## src/rtl/picosoc_memarb.sv

```systemverilog
// picosoc_memarb -- two-master round-robin arbiter for a picorv32-style
// valid/ready memory bus. Master 0 is the CPU, master 1 the DMA/debug port.
// After a grant the slave bus is a zero-latency combinational pass-through
// of the owning master, driven from the owner register.
//
// Optional build macro: PICOSOC_MEMARB_TIMEOUT_EN
//   Adds an 8-bit slave-response timeout counter and the sticky err output.
//   When the timeout expires, the owner receives ERR_RDATA with a ready pulse.
module picosoc_memarb #(
    parameter int unsigned TIMEOUT_CYCLES = 255,
    parameter logic [31:0] ERR_RDATA      = 32'hDEAD_BEEF
) (
    input  logic        clk,
    input  logic        reset,
    input  logic        m0_valid,
    input  logic        m0_instr,
    input  logic [31:0] m0_addr,
    input  logic [31:0] m0_wdata,
    input  logic [3:0]  m0_wstrb,
    output logic        m0_ready,
    output logic [31:0] m0_rdata,
    input  logic        m1_valid,
    input  logic        m1_instr,
    input  logic [31:0] m1_addr,
    input  logic [31:0] m1_wdata,
    input  logic [3:0]  m1_wstrb,
    output logic        m1_ready,
    output logic [31:0] m1_rdata,
    output logic        s_valid,
    output logic        s_instr,
    output logic [31:0] s_addr,
    output logic [31:0] s_wdata,
    output logic [3:0]  s_wstrb,
    input  logic        s_ready,
    input  logic [31:0] s_rdata
`ifdef PICOSOC_MEMARB_TIMEOUT_EN
    ,
    output logic        err
`endif
);

    // The timeout limit must fit the 8-bit counter and be non-zero.
    if (TIMEOUT_CYCLES < 1 || TIMEOUT_CYCLES > 255) begin : g_bad_timeout
        $error("picosoc_memarb: TIMEOUT_CYCLES must be in 1..255");
    end

    typedef enum logic {
        ST_IDLE = 1'b0,
        ST_BUSY = 1'b1
    } state_t;

    state_t state_r;
    state_t state_s;
    logic   owner_r;
    logic   owner_s;
    logic   last_r;
    logic   last_s;

    logic        owner_valid_s;
    logic        timeout_s;
    logic        resp_ready_s;
    logic [31:0] resp_data_s;

`ifdef PICOSOC_MEMARB_TIMEOUT_EN
    localparam logic [7:0] TO_LIMIT = 8'(TIMEOUT_CYCLES);

    logic [7:0] tcnt_r;
    logic [7:0] tcnt_s;
    logic       err_r;
    logic       err_s;

    // Timeout fires only when the slave has not answered in the limit cycle;
    // a coincident s_ready wins and completes normally.
    assign timeout_s = (state_r == ST_BUSY) && (tcnt_r == TO_LIMIT) && !s_ready;
    assign err       = err_r;

    // Timeout counter and sticky error flag.
    always_ff @(posedge clk) begin
        if (reset) begin
            tcnt_r <= 8'd0;
            err_r  <= 1'b0;
        end else begin
            tcnt_r <= tcnt_s;
            err_r  <= err_s;
        end
    end

    // Counter clears on grant, counts unanswered BUSY cycles; err sets on expiry.
    always_comb begin
        tcnt_s = tcnt_r;
        err_s  = err_r;
        if (state_r == ST_IDLE) begin
            tcnt_s = 8'd0;
        end else if (!s_ready && !timeout_s) begin
            tcnt_s = tcnt_r + 8'd1;
        end else if (timeout_s) begin
            err_s = 1'b1;
        end else begin
            tcnt_s = tcnt_r;
        end
    end
`else
    assign timeout_s = 1'b0;
`endif

    // Owner's request line; only the registered owner steers the mux.
    assign owner_valid_s = owner_r ? m1_valid : m0_valid;

    // Arbiter state registers; reset makes master 0 win the first tie.
    always_ff @(posedge clk) begin
        if (reset) begin
            state_r <= ST_IDLE;
            owner_r <= 1'b0;
            last_r  <= 1'b1;
        end else begin
            state_r <= state_s;
            owner_r <= owner_s;
            last_r  <= last_s;
        end
    end

    // Next-state logic: grant in IDLE, release in BUSY on response or timeout.
    always_comb begin
        state_s = state_r;
        owner_s = owner_r;
        last_s  = last_r;
        case (state_r)
            ST_IDLE: begin
                if (m0_valid && m1_valid) begin
                    owner_s = ~last_r;
                    state_s = ST_BUSY;
                end else if (m0_valid) begin
                    owner_s = 1'b0;
                    state_s = ST_BUSY;
                end else if (m1_valid) begin
                    owner_s = 1'b1;
                    state_s = ST_BUSY;
                end else begin
                    state_s = ST_IDLE;
                end
            end
            ST_BUSY: begin
                if (s_ready || timeout_s) begin
                    state_s = ST_IDLE;
                    last_s  = owner_r;
                end else begin
                    state_s = ST_BUSY;
                end
            end
            default: begin
                state_s = ST_IDLE;
            end
        endcase
    end

    // Response seen by the owner: slave data, or the error word on timeout.
    always_comb begin
        resp_ready_s = 1'b0;
        resp_data_s  = s_rdata;
        if (state_r == ST_BUSY) begin
            resp_ready_s = s_ready || timeout_s;
            resp_data_s  = timeout_s ? ERR_RDATA : s_rdata;
        end else begin
            resp_ready_s = 1'b0;
        end
    end

    // Slave-side payload mux and per-master response routing.
    always_comb begin
        s_valid  = 1'b0;
        s_instr  = owner_r ? m1_instr : m0_instr;
        s_addr   = owner_r ? m1_addr  : m0_addr;
        s_wdata  = owner_r ? m1_wdata : m0_wdata;
        s_wstrb  = owner_r ? m1_wstrb : m0_wstrb;
        m0_ready = 1'b0;
        m1_ready = 1'b0;
        m0_rdata = 32'h0;
        m1_rdata = 32'h0;
        if (state_r == ST_BUSY) begin
            s_valid = owner_valid_s && !timeout_s;
            if (owner_r) begin
                m1_ready = resp_ready_s;
                m1_rdata = resp_data_s;
            end else begin
                m0_ready = resp_ready_s;
                m0_rdata = resp_data_s;
            end
        end else begin
            s_valid = 1'b0;
        end
    end

endmodule

```

## config.mk

```make
export PLATFORM = sky130hd
export DESIGN_NAME = picosoc_memarb
export DESIGN_NICKNAME = d
export VERILOG_FILES = /design/src/rtl/picosoc_memarb.sv
export SDC_FILE = /design/constraint.sdc
export NUM_CORES = 1
export LEC_CHECK = 0
export ABC_AREA = 1
export BUFFER_PORTS_ARGS = -buffer_cell sky130_fd_sc_hd__buf_2
export CAP_MARGIN = 20
export CORE_AREA = 2 2 121 123
export CTS_CLUSTER_DIAMETER = 50
export CTS_CLUSTER_SIZE = 40
export DETAILED_ROUTE_END_ITERATION = 8
export DIE_AREA = 0 0 123 125
export GPL_ROUTABILITY_DRIVEN = 0
export PLACE_DENSITY = 0.44
export SYNTH_ARGS = -nofsm -noshare
export SYNTH_HDL_FRONTEND = slang
export SYNTH_SLANG_ARGS = --single-unit
```

## constraint.sdc

```tcl
create_clock -name clk -period 1.4 [get_ports clk]
set_input_delay 0.14 -clock clk [delete_from_list [all_inputs] [get_ports clk]]
set_output_delay 0.14 -clock clk [all_outputs]
set_load 0.02 [all_outputs]
```

==> results of run 1 <==
## per-stage QoR
step	cells	TNS (ps)	setup WS, ps
2_1_floorplan	208	0	214.0
3_3_place_gp	700	0	98.19
3_5_place_dp	700	0	89.19
4_1_cts	708	-8610	-135.8
5_1_grt	710	-15010	-171.3
6_report	710	-8746	-122.8
## layout by cell type (no fill, tap or decap), types with 3 or more instances in the layout
master	instances
buf_2	245
mux2_2	67
buf_4	40
inv_1	37
buf_6	34
nor2_1	33
nor2_4	29
nand2_1	10
nor2_2	6
clkbuf_16	3
buf_8	3
buf_12	3
## cell families after synthesis
logic type,after synthesis
flops,3
simple gates,82
mux,69
buf+inv,53
compound gates,1
## routing by layer
layer | global-route usage, % | part of all wire [%] | up-vias
met5 | 0 | 0 | -
met2 | 18.07 | 53 | 160
met4 | 2.139 | 0.92 | 0
met3 | 1.186 | 9.2 | 6
li1 | - | - | 1282
met1 | 10.14 | 37 | 1076
## cells in the mapped netlist
cell type	n	area, µm²
a21oi_1	1	5.000
buf_2	6	30.03
buf_6	1	11.26
clkbuf_8	7	96.34
dfxtp_1	3	60.06
inv_1	38	142.6
inv_2	1	3.750
mux2_2	69	777.0
nand2_1	11	41.29
nand2_2	1	6.260
nand3_1	2	10.01
nor2_1	67	251.5
nor2_4	1	11.26
## worst max-delay path: stages (launching register included)
cell	delay, ps
dfxtp_4	410
buf_12	210
mux2_2	370
buf_4	160
## sequential cells by signal, indices dropped and copies added (netlist names)
signal	cells
state_r	1
owner_r	1
last_r	1
## power breakdown
group	leakage, nW	switching [W]	internal [W]
combinational	2.17	0.000772	0.000725
clock	0.0382	0.0000758	0.000376
sequential	0.0257	0.00000950	0.0000929
total	2.23	0.000858	0.00119
## cell type report
cell class                      count  area, µm²  share of cell area, %
Clock buffer                        4      78.83                  1.995
Multi-Input combinational cell    152       1338                  33.85
Inverter                           39      151.4                  3.832
Timing Repair Buffer              327       2079                  52.63
Tap cell                          184      230.2                  5.826
Timing Repair inverter              1      8.758                 0.2217
Sequential cell                     3      65.06                  1.647
## how the worst max path moves through the flow
stage                         start     endpoint
2_1_floorplan  owner_r$_SDFFE_PP0P_  m0_rdata[0]
3_3_place_gp   owner_r$_SDFFE_PP0P_  s_wdata[15]
3_5_place_dp   owner_r$_SDFFE_PP0P_   s_addr[28]
4_1_cts        owner_r$_SDFFE_PP0P_   s_addr[28]
5_1_grt        owner_r$_SDFFE_PP0P_   s_addr[28]
6_report       owner_r$_SDFFE_PP0P_  s_wdata[15]
## what timing repair did
action                                  CTS  global route
endpoints found under the setup margin   95           131
resized for setup                        71           106
hold buffers                              0             0
buffers inserted                          1             2
gates cloned                              3             0
==> results.yml, run 1 <==
sta:
  setup_viol: 110
  maxSlewViolCount: 0
  hold_viol_final: 0
  fmax_ghz: 0.6567
  finClkSkew_ps: 2.844
  tightest_slew_ps: 173.5
  whs_ps: 154.2
  rsz0062_at_grt: "yes"
  period_share_pct: 108.8
  post-route-min-period_ps: 1523
  finalWorstSetupSlack_ps: -122.8
  slew_headroom_pct: 88.44
worst_setup_path:
  rr_worst_depth: 6
  cp.required_ps: 1260
  rr_endpoint: "owner_r$_SDFFE_PP0P_"
  path_class: "register to primary output"
  reg2reg_slack_ps: 380
  reg2reg_from: "state_r$_SDFF_PP0_"
  start_kind: "register"
  path_max_fanout: 31
  arrival_ps: 1380
  cp-end-kind: "primary output"
final_layout:
  diodes: 0
  layout.nets: 702
  finish.instance_area_um2: 3951
  filler_cell_count: 1540
  final_core_util_pct: 27.82
  area_growth_pct: 173.2
  layout-drive-gt1-share_pct: 83.84
floorplanning:
  die_area_um2: 15380
  core_area_um2: 14200
  start_util_pct: 10.18
  num_io_pins: 311
  die_h_um: 125
  row_count: 44
  die_w_um: 123
synthesis:
  synth_warnings: 0
  synth_compound_area_share_pct: 0.3460
  synth_top_family_by_area: "multiplexers"
  synth_seq_cells: 3
  synth_area_per_cell_um2: 6.954
  synth_mux_area_share_pct: 53.72
  synth_xor_xnor_area_share_pct: 0
  syn_inst: 208
  synth-adder-area-share_pct: 0
  yosysSeqAreaShare_pct: 4.152
  syn_area_um2: 1446
  synth_nets: 383
  synth.distinct_cells: 13
  yosys.area_share.simple_pct: 22.15
detailed_routing:
  initialDrtViolationCount: 25
  wl_per_cell_um: 11.73
  via_count: 2524
  drt_pass1_iterations: 4
  postRouteAntennaNets: 0
  drc: 0
  routed_wl_um: 8331
  vias_per_cell: 3.555
status:
  violations: "negative setup slack"
  status: "finished, violations left"
cts:
  clock-sinks: 3
  insertion_delay_ps: 220
  clockBufferDepth: 2
  cts_buffers: 3
  clk_pin_slew_ps: 30
  cts_tree: "done"
  htreeDepth: 1
  clockRootBuffer: "clkbuf_16"
global_routing:
  grt_pass1_wl_um: 11250
  grt_max_degree: 32
  gr-total-overflow: 0
  grt_pass1_vias: 2369
  track_usage_pct: 9.180
  antenna_found_initial: 0
hold_path:
  hold_path.class: "input pin to register"
  hold_depth: 3
  min_from: "reset"
  min_to: "last_r$_SDFFE_PP1P_"
placed_design:
  numPortBuffers: 310
  placed_cell_area_um2: 3222
  hpwlAfterDp_um: 6685
power_and_ir_drop:
  powerDensity_nw_per_um2: 519.0
  ir_drop_uv: 251.2
  totalPowerFinal_w: 0.002051
  p_leak_nw: 2.234
job:
  drv_cap: 0
No activity file was read; power rests on OpenSTA's default activity.
==> run 2: changes to the inputs <==
--- a/config.mk
+++ b/config.mk
@@ -8,13 +8,12 @@
 export ABC_AREA = 1
 export BUFFER_PORTS_ARGS = -buffer_cell sky130_fd_sc_hd__buf_2
 export CAP_MARGIN = 20
-export CORE_AREA = 2 2 121 123
+export CORE_AREA = 2 2 119 121
 export CTS_CLUSTER_DIAMETER = 50
 export CTS_CLUSTER_SIZE = 40
 export DETAILED_ROUTE_END_ITERATION = 8
-export DIE_AREA = 0 0 123 125
-export GPL_ROUTABILITY_DRIVEN = 0
-export PLACE_DENSITY = 0.44
+export DIE_AREA = 0 0 121 123
+export PLACE_DENSITY = 0.47
 export SYNTH_ARGS = -nofsm -noshare
 export SYNTH_HDL_FRONTEND = slang
 export SYNTH_SLANG_ARGS = --single-unit
==> constraint.sdc (replaced) <==
create_clock -name clk -period 1.3 [get_ports clk]
set_input_delay 0.13 -clock clk [delete_from_list [all_inputs] [get_ports clk]]
set_output_delay 0.13 -clock clk [all_outputs]
set_load 0.02 [all_outputs]
==> run 2 against run 1 <==
Compared with the run above: the flow still finishes with violations (negative setup slack); count of clock-buffer cells in the layout unchanged; hold slack worse by 11 ps; routed wire length unchanged; critical path depth unchanged; sequential power up 7%; utilization down 0.75 points; critical path type unchanged; largest cell class unchanged; highest routed layer unchanged.
==> results.yml, run 2 (synthesis results as in run 1) <==
status:
  status: "finished, violations left"
  violations: "negative setup slack"
final_layout:
  filler_cell_count: 1460
  instances_no_fill: 700
  area_growth_pct: 154.8
  finish.instance_area_um2: 3685
  final_cell_mix: "234 x buf_2, 63 x mux2_2, 61 x buf_4"
  diodes: 0
  layout_commonest_cell: "buf_2"
  reg_top3: "last_r x1, owner_r x1, state_r x1"
  layout.nets: 696
  layout-drive-gt1-share_pct: 80.38
worst_setup_path:
  cpPeakStageDelay_ps: 370
  path_max_fanout: 39
  crit_chain: "buf_12, mux2_2, buf_2"
  path_class: "register to primary output"
  path_delay_family: "buffers and inverters"
  path_buf_inv: 2
  arrival_ps: 1380
  cp-end-kind: "primary output"
  crit_path_top_delay_cell: "dfxtp_4"
  start_kind: "register"
  cp.required_ps: 1170
global_routing:
  gr-total-overflow: 0
  track_usage_pct: 9.615
  grt_pass1_wl_um: 11270
  grt_pass1_vias: 2422
  grt_max_degree: 40
  antenna_found_initial: 0
cts:
  postCtsHoldBufs: 0
  htreeDepth: 1
  clock-sinks: 3
  insertion_delay_ps: 220
  cts_tree: "done"
  clockRootBuffer: "clkbuf_16"
  clockBufferDepth: 2
  clk_pin_slew_ps: 30
  cts_buffers: 3
detailed_routing:
  postRouteAntennaNets: 0
  drc: 0
  via_count: 2517
  routed_wl_um: 8331
  wl_per_cell_um: 11.90
  vias_per_cell: 3.596
  initialDrtViolationCount: 49
  drt_pass1_iterations: 4
sta:
  maxSlewViolCount: 0
  period_share_pct: 115.8
  finalWorstSetupSlack_ps: -205.2
  finClkSkew_ps: 1.066
  rsz0062_at_grt: "yes"
  slew_headroom_pct: 86.00
  post-route-min-period_ps: 1505
  setup_viol: 131
  tightest_slew_ps: 210.0
  whs_ps: 143.2
  fmax_ghz: 0.6643
  hold_viol_final: 0
placed_design:
  numPortBuffers: 310
  place_congestion: 0.7251
  placedCellCount: 694
  hpwlAfterDp_um: 7058
  dp_slack_ps: 32.17
  placed_cell_area_um2: 3202
floorplanning:
  row_count: 43
  num_io_pins: 311
  die_area_um2: 14880
  die_w_um: 121
  die_h_um: 123
  start_util_pct: 10.63
  core_area_um2: 13610
power_and_ir_drop:
  ir_drop_uv: 293.5
  powerDensity_nw_per_um2: 564.3
  p_leak_nw: 2.163
hold_path:
  hold_path.class: "input pin to register"
job:
  drv_cap: 0
[run 2: cell types whose count changed in the layout (fill, tap and decap cells not counted), sizes merged]
cell / previous run / this run
clkinv: 1 / 0
bufbuf: 2 / 0
buf: 325 / 322
[run 2: worst paths after layout]
check	start	to	slack, ps	cells after the start
max	owner_r$_SDFFE_PP0P_	s_wdata[20]	-210	3
min	reset	last_r$_SDFFE_PP1P_	140	3
max reg2reg	owner_r$_SDFFE_PP0P_	owner_r$_SDFFE_PP0P_	270	7
min reg2reg	last_r$_SDFFE_PP1P_	last_r$_SDFFE_PP1P_	480	2
[run 2: layer usage]
| metal | vias up | wire, µm | track usage (%) | part of all wire (%) |
|---|---|---|---|---|
| met5 | - | 0 | 0 | 0 |
| met4 | 0 | 48 | 1.599 | 0.58 |
| met3 | 4 | 780 | 2.583 | 9.4 |
| met2 | 152 | 4323 | 18.40 | 52 |
| met1 | 1090 | 3179 | 10.73 | 38 |
| li1 | 1271 | - | - | - |
[run 2: power by group]
group          switching (W)  total (W)  internal (W)
registers         0.00000888   0.000109      0.000100
clock network      0.0000834   0.000488      0.000405
logic               0.000766    0.00148      0.000716
total               0.000858    0.00208       0.00122
[run 2: timing repair]
action                     4_1_cts  5_1_grt
pin swaps                        1        0
setup endpoints to repair      136      136
gates cloned                     1        0
gates resized for setup        108       27
setup buffers                    0        1
[run 2: cell type report]
class / instances / area (µm²) / share of cell area, %
repair buffers: 322 / 1959 / 53.17
multi-input cells: 152 / 1207 / 32.77
clock buffers: 4 / 78.83 / 2.139
well taps: 180 / 225.2 / 6.112
flip-flops and latches: 3 / 65.06 / 1.766
inverters: 39 / 148.9 / 4.041
[run 2: per-stage QoR]
step | TNS, ps | power [W] | utilization [%]
2_1_floorplan | 0 | 0.0008802 | -
3_3_place_gp | 0 | 0.001444 | 23.52
3_5_place_dp | 0 | 0.001440 | 23.52
4_1_cts | -19230 | 0.002062 | 26.38
5_1_grt | -22970 | 0.002205 | 27.07
6_report | -16280 | 0.002079 | 27.07
[run 2: worst reg2reg max path, delay by kind of cell, from the launching register on]
family	cells	cell delay (ps)
AND/OR/NAND/NOR	3	200
flip-flops	1	350
buffers and inverters	4	370
